$ cat src/rtl/tick_timer.sv
// Turns the divided clocks into one-cycle tick strobes (sampled as data in the
// clk_in domain) and runs a loadable down-counter on the selected tick.
module tick_timer #(
  parameter int CNT_W = 16
) (
  input  logic             clk_in,
  input  logic             reset,
  input  logic             clk_10KHz,
  input  logic             clk_100KHz,
  input  logic             tick_sel,
  input  logic             start,
  input  logic             stop,
  input  logic [CNT_W-1:0] load_val,
  output logic             tick_10k,
  output logic             tick_100k,
  output logic             busy,
  output logic             done,
  output logic [CNT_W-1:0] count
);

  typedef enum logic [1:0] {
    ST_IDLE = 2'd0,
    ST_RUN  = 2'd1,
    ST_DONE = 2'd2
  } state_t;

  state_t           r_state;
  state_t           w_state_next;
  logic [1:0]       w_div_in;
  logic [1:0]       w_tick;
  logic             w_sel_tick;
  logic             r_sel;
  logic             w_sel_next;
  logic             r_busy;
  logic             r_done;
  logic [CNT_W-1:0] r_count;
  logic [CNT_W-1:0] w_count_next;

  // Bit 0 carries the 10 kHz source, bit 1 the 100 kHz source.
  assign w_div_in = {clk_100KHz, clk_10KHz};

  genvar gi;
  generate
    for (gi = 0; gi < 2; gi++) begin : g_edge
      logic r_sync0;
      logic r_sync1;
      logic r_prev;
      logic r_tick;

      always_ff @(posedge clk_in or negedge reset) begin
        if (!reset) begin
          r_sync0 <= 1'b0;
          r_sync1 <= 1'b0;
          r_prev  <= 1'b0;
          r_tick  <= 1'b0;
        end else begin
          r_sync0 <= w_div_in[gi];
          r_sync1 <= r_sync0;
          r_prev  <= r_sync1;
          r_tick  <= r_sync1 & ~r_prev;
        end
      end

      assign w_tick[gi] = r_tick;
    end
  endgenerate

  assign tick_10k   = w_tick[0];
  assign tick_100k  = w_tick[1];
  assign w_sel_tick = r_sel ? w_tick[1] : w_tick[0];

  always_ff @(posedge clk_in or negedge reset) begin
    if (!reset) begin
      r_state <= ST_IDLE;
    end else begin
      r_state <= w_state_next;
    end
  end

  always_comb begin
    w_state_next = r_state;
    case (r_state)
      ST_IDLE: begin
        if (start) begin
          w_state_next = (load_val != '0) ? ST_RUN : ST_DONE;
        end
      end
      ST_RUN: begin
        // Abort has priority over a tick arriving in the same cycle.
        if (stop) begin
          w_state_next = ST_IDLE;
        end else if (w_sel_tick && (r_count == CNT_W'(1))) begin
          w_state_next = ST_DONE;
        end
      end
      ST_DONE: w_state_next = ST_IDLE;
      default: w_state_next = ST_IDLE;
    endcase
  end

  always_comb begin
    w_count_next = r_count;
    w_sel_next   = r_sel;
    case (r_state)
      ST_IDLE: begin
        if (start) begin
          w_count_next = load_val;
          if (load_val != '0) begin
            w_sel_next = tick_sel;
          end
        end
      end
      ST_RUN: begin
        if (!stop && w_sel_tick && (r_count != '0)) begin
          w_count_next = r_count - CNT_W'(1);
        end
      end
      default: begin
        w_count_next = r_count;
        w_sel_next   = r_sel;
      end
    endcase
  end

  always_ff @(posedge clk_in or negedge reset) begin
    if (!reset) begin
      r_count <= '0;
      r_sel   <= 1'b0;
      r_busy  <= 1'b0;
      r_done  <= 1'b0;
    end else begin
      r_count <= w_count_next;
      r_sel   <= w_sel_next;
      r_busy  <= (w_state_next == ST_RUN);
      r_done  <= (w_state_next == ST_DONE);
    end
  end

  assign busy  = r_busy;
  assign done  = r_done;
  assign count = r_count;

endmodule

$ cat config.mk
export PLATFORM = sky130hd
export DESIGN_NAME = tick_timer
export DESIGN_NICKNAME = d
export VERILOG_FILES = /design/src/rtl/tick_timer.sv
export SDC_FILE = /design/constraint.sdc
export NUM_CORES = 1
export LEC_CHECK = 0
export ABC_CLOCK_PERIOD_IN_PS = 3500
export BUFFER_PORTS_ARGS = -buffer_cell sky130_fd_sc_hd__buf_4
export CAP_MARGIN = 20
export CORE_MARGIN = 3
export CORE_UTILIZATION = 50
export DETAILED_ROUTE_END_ITERATION = 8
export GPL_TIMING_DRIVEN = 0
export PLACE_DENSITY = 0.8
export SYNTH_ARGS = -nofsm -noshare
export SYNTH_HDL_FRONTEND = slang
export SYNTH_SLANG_ARGS = --single-unit
$ cat constraint.sdc
create_clock -name clk_in -period 3.5 [get_ports clk_in]
set_input_delay 0.175 -clock clk_in [delete_from_list [all_inputs] [get_ports clk_in]]
set_output_delay 0.175 -clock clk_in [all_outputs]
set_load 0.01 [all_outputs]
# --- Word-level counts from Yosys, hierarchy flattened ---
# Cells that the tools add are included.
word_totals:
  regBits: 29
  inputBits: 23
  output_inout_bits: 20
  wordCells: 43
op_classes:
  addsub: 1
  n_eq_ne: 6
  n_mux: 9
  bitwise: 4
  n_reduce_logical: 10
op_table:
  columns: ["operator", "count"]
  rows:
  - ["two-way mux 16 bit", 2]
  - ["one-hot mux 16 bit (2 select lines)", 1]
  - ["nonzero test 16 bit", 2]
  - ["equality test 16 x 1 -> 1 bit, second input constant", 1]
  - ["subtractor 16 x 1 -> 16 bit, second input constant", 1]
  - ["two-way mux 2 bit", 4]
  - ["AND reduction 3 bit", 2]
  - ["equality test 2 x 1 -> 1 bit, second input constant", 2]
  - ["!= test 2 bit, second input constant", 2]
  - ["one-hot mux 2 bit (2 select lines)", 1]
  - ["logical AND 1 bit", 3]
  - ["bitwise AND 1 bit", 2]
  - ["equality test 2 bit, second input constant", 1]
  - ["logical NOT 2 bit", 1]
  - ["inverter 1 bit", 2]
  - ["nonzero test 2 bit", 1]
  - ["logical NOT 1 bit", 1]
  - ["two-way mux 1 bit", 1]

# --- Depth between registers and ports, before layout ---
depth:
  depth_word: 6
  ltp_mapped: 7
  depth_no_buf: 7

# --- Least setup slack after synthesis ---
# No wires, ideal clock.
synth_path:
  path_kind: "register to register"
  startpoint: "register r_count[0], in the netlist count[0]"
  endpoint: "register r_count[14], in the netlist count[14]"
  setup_ps: 122
  t_arrival_ps: 2019
  required_time_ps: 3378
  setup_slack_ps: 1360
  path_stages_with_launch: 8
  n_path_buf: 0
  synth_period_minus_slack_ps: 2140
  path_cell_list: "dfrtp_1 inv_1 ha_1 or3b_2 nor2_2 nand2_2 or3_1 a32o_1"
synth_via:
  elab_chain_len: 4
  elab_cells_between_ends: 7
  classes_between: "1 x add/sub; 1 x eq/ne; 2 x mux; 3 x reduce/logical"
synth_lines:
  columns: ["element", "line_no", "rtl"]
  rows:
  - ["start, declared", "36", "logic [CNT_W-1:0] r_count;"]
  - ["start signal, assigned", "132", "r_count <= w_count_next;"]
  - ["branches (longest 4 deep; another with subtractor 16 x 1 -> 16 bit)", null, null]
# Parallel ways; which one is timed is not known. The select of a mux whose other input is x is not followed.
# A chain may end at the register's enable or synchronous reset.

# --- Final worst setup path ---
# Same ends and word-level chain as after synthesis.

==> run metrics <==
Synth cell types=44; worst vdd ir=0.518 mV; final hold vios=0; Mapped Area=1560 um^2; IO Count=43; Critical-path top delay cell=or3b_2; Starting Density=0.546; WL per Instance=17.1 um; Final min period=2.33 ns; total length of routed met3 wires=325 um; PwrDens=625 nW/um^2; Post-CTS Setup Repair Bufs=0; Detail Route met2 WL=2120 um; Seq cells post-synth=29; CP top delay family=simple AND/OR/NAND/NOR gates; Worst-Margin Slew=0.754 ns; fin worst setup slack=1.17 ns; drc violations=0; Final Routed Wirelength=4210 um; clk root buf=clkbuf_4; worst path cell trace=inv_1 > ha_1 > or3b_2 > nor2_2 > nand2_2 > or3_1 > a32o_1; worst skew pair latency=0.33 ns; die area=3820 um^2; Vias per Instance=6.17; Top FF cell, synth=dfrtp_1; Worst Path Max Fanout=5; Post-Place Setup Slack=1.21 ns; Core Region=2850 um^2; Synth top area share=0.466; Clock transition at path regs=0.10 ns; vias in the first global route=1425; Post-synth EDFFs=0; DIE HEIGHT=61.8 um; M1 WL=1680 um; detailed placer's ending HPWL=3090 um; clk buf depth=2; fill count=235; critical path's largest stage delay=0.54 ns; vias=1517; ANT cells=0; post-synthesis sequential area ratio=0.466; Sink Count=29; Worst setup EP type=flop; drt initial violations=128; worst setup path class=flop to flop; H-Tree Depth=2; cell taking the most area after synthesis=dfrtp_1; hold slack=0.0622 ns; gr usage total=0.241; top cells by area, synth=dfrtp_1, a21oi_1, o21ai_0, nor2_1, ha_1; status=finished, final reports clean; final setup skew=0.0102 ns; final setup fails=0; share of layout cells above drive strength 1=0.293; post-route ant nets=0; worst min path class=primary input to flop; Max-Cap Viols=0; post-route cell area=2010 um^2; Post-Place Cell Area=1910 um^2; initial antenna violation count=0; top routing layer used=met4; CTS tree=yes; Avg Cell Area, Syn=9.61 um^2; Slew HR=0.495; RePlAce Congestion=0.837; Slew Limit Fails=0; Overflow after GRT=0; IO Port Bufs=42; Static Leak=0.877 nW; Final period util=0.665; largest net degree at the start of global routing=30; Syn Nets=188; Synthesis Warnings=0; nets@finish=240; Req. time, crit path=3.73 ns; Setup TNS=0 ns; Area growth syn-to-layout=29.2%; Worst Path Buf+Inv=1; Cell Rows=19; fmax=430 MHz; first-pass GRT wire length=6620 um; arrival time worst endpoint=2.56 ns; startpoint types=flop; unrepaired setup endpoints after global routing=false; Inserted Clock Buffers=5; DRT Pass-1 Iters=4; FFs w/ async S/R, synth=1.00; Cells after Synth=162; width of the die=61.8 um
flip-flops by register name, summed over array words and instances, names as in the netlist:
signal and count:
done 1, tick_10k 1, tick_100k 1, g_edge.r_prev 2, r_state 2, g_edge.r_sync1 2
busy 1, g_edge.r_sync0 2, r_sel 1, count 16
power breakdown:
group / total (mW) / switching, mW / leakage (nW) / internal, mW
combinational: 0.492 / 0.262 / 0.484 / 0.230
clock: 0.233 / 0.117 / 0.0413 / 0.116
sequential: 0.533 / 0.117 / 0.352 / 0.416
cell usage after synthesis, types with 3 or more instances:
| cell | count |
|---|---|
| nand2_1 | 8 |
| nor2_1 | 12 |
| ha_1 | 3 |
| a21oi_1 | 19 |
| o21ai_1 | 3 |
| a32o_1 | 3 |
| nor2b_1 | 3 |
| and3_1 | 3 |
| clkbuf_1 | 6 |
| inv_1 | 3 |
| or3_1 | 3 |
| dfrtp_1 | 29 |
| o21ai_0 | 19 |
| nor4_1 | 6 |
| nor3_1 | 5 |
cells in the final DEF, fill, tap and decap left out, types with 5 or more instances in the layout:
cell,instances
a21oi_1,19
buf_4,42
clkbuf_1,6
clkbuf_4,5
dfrtp_1,29
nand2_1,8
nor2_1,12
nor3_1,5
nor4_1,6
o21ai_0,19
routing by layer:
metal,track usage,vias to the layer above
met4,0.0970,0
met1,0.298,714
met2,0.396,71
met3,0.0682,12
li1,-,720
met5,0,-
cell type report:
type / instances / area, um^2 / share of cell area
clock buffers: 7 / 65.1 / 0.0324
multi-input cells: 123 / 786 / 0.391
inverters: 3 / 11.3 / 0.00560
flip-flops and latches: 29 / 726 / 0.361
clock inverters: 1 / 5.00 / 0.00249
well taps: 31 / 38.8 / 0.0193
repair buffers: 45 / 345 / 0.172
plain buffers: 7 / 33.8 / 0.0168
worst reg2reg max path, cell delays in order (launching register included):
cell	delay [ns]
dfrtp_1	0.43
inv_1	0.14
ha_1	0.24
or3b_2	0.54
nor2_2	0.23
nand2_2	0.08
or3_1	0.32
a32o_1	0.26
metrics by stage:
step                       util  cells  power, mW
after floorplan               -    162      0.788
after global placement    0.670    235       1.00
after detailed placement  0.670    235       1.02
after CTS                 0.705    246       1.26
after global routing      0.705    246       1.34
final                     0.705    246       1.26
kinds of logic (layout without fill, tap and decap cells):
group	after synthesis	after routing	synth area share
muxes	2	2	0.0145
and+or+nand+nor	60	60	0.240
AOI/OAI and AO/OA	58	58	0.227
DFF	29	29	0.466
buffers and inverters	10	63	0.0289
adders and majority gates	3	3	0.0241
path summary, 6_finish.rpt:
check                             startpoint                end  cells after the start  slack [ns]
min                                     stop               done                      2        0.06
min in group asynchronous              reset          count[14]                      2        0.29
max reg2reg                         count[0]          count[14]                      7        1.17
max in group asynchronous              reset           count[5]                      2        2.93
max                                 count[0]          count[14]                      7        1.17
min reg2reg                g_edge[1].r_sync0  g_edge[1].r_sync1                      0        0.36
repair_timing:
action	in CTS	in global routing
hold buffers	3	0
hold endpoints to repair	31	0
resized for setup	0	0
Note: power is estimated with default switching activity, not from simulation.
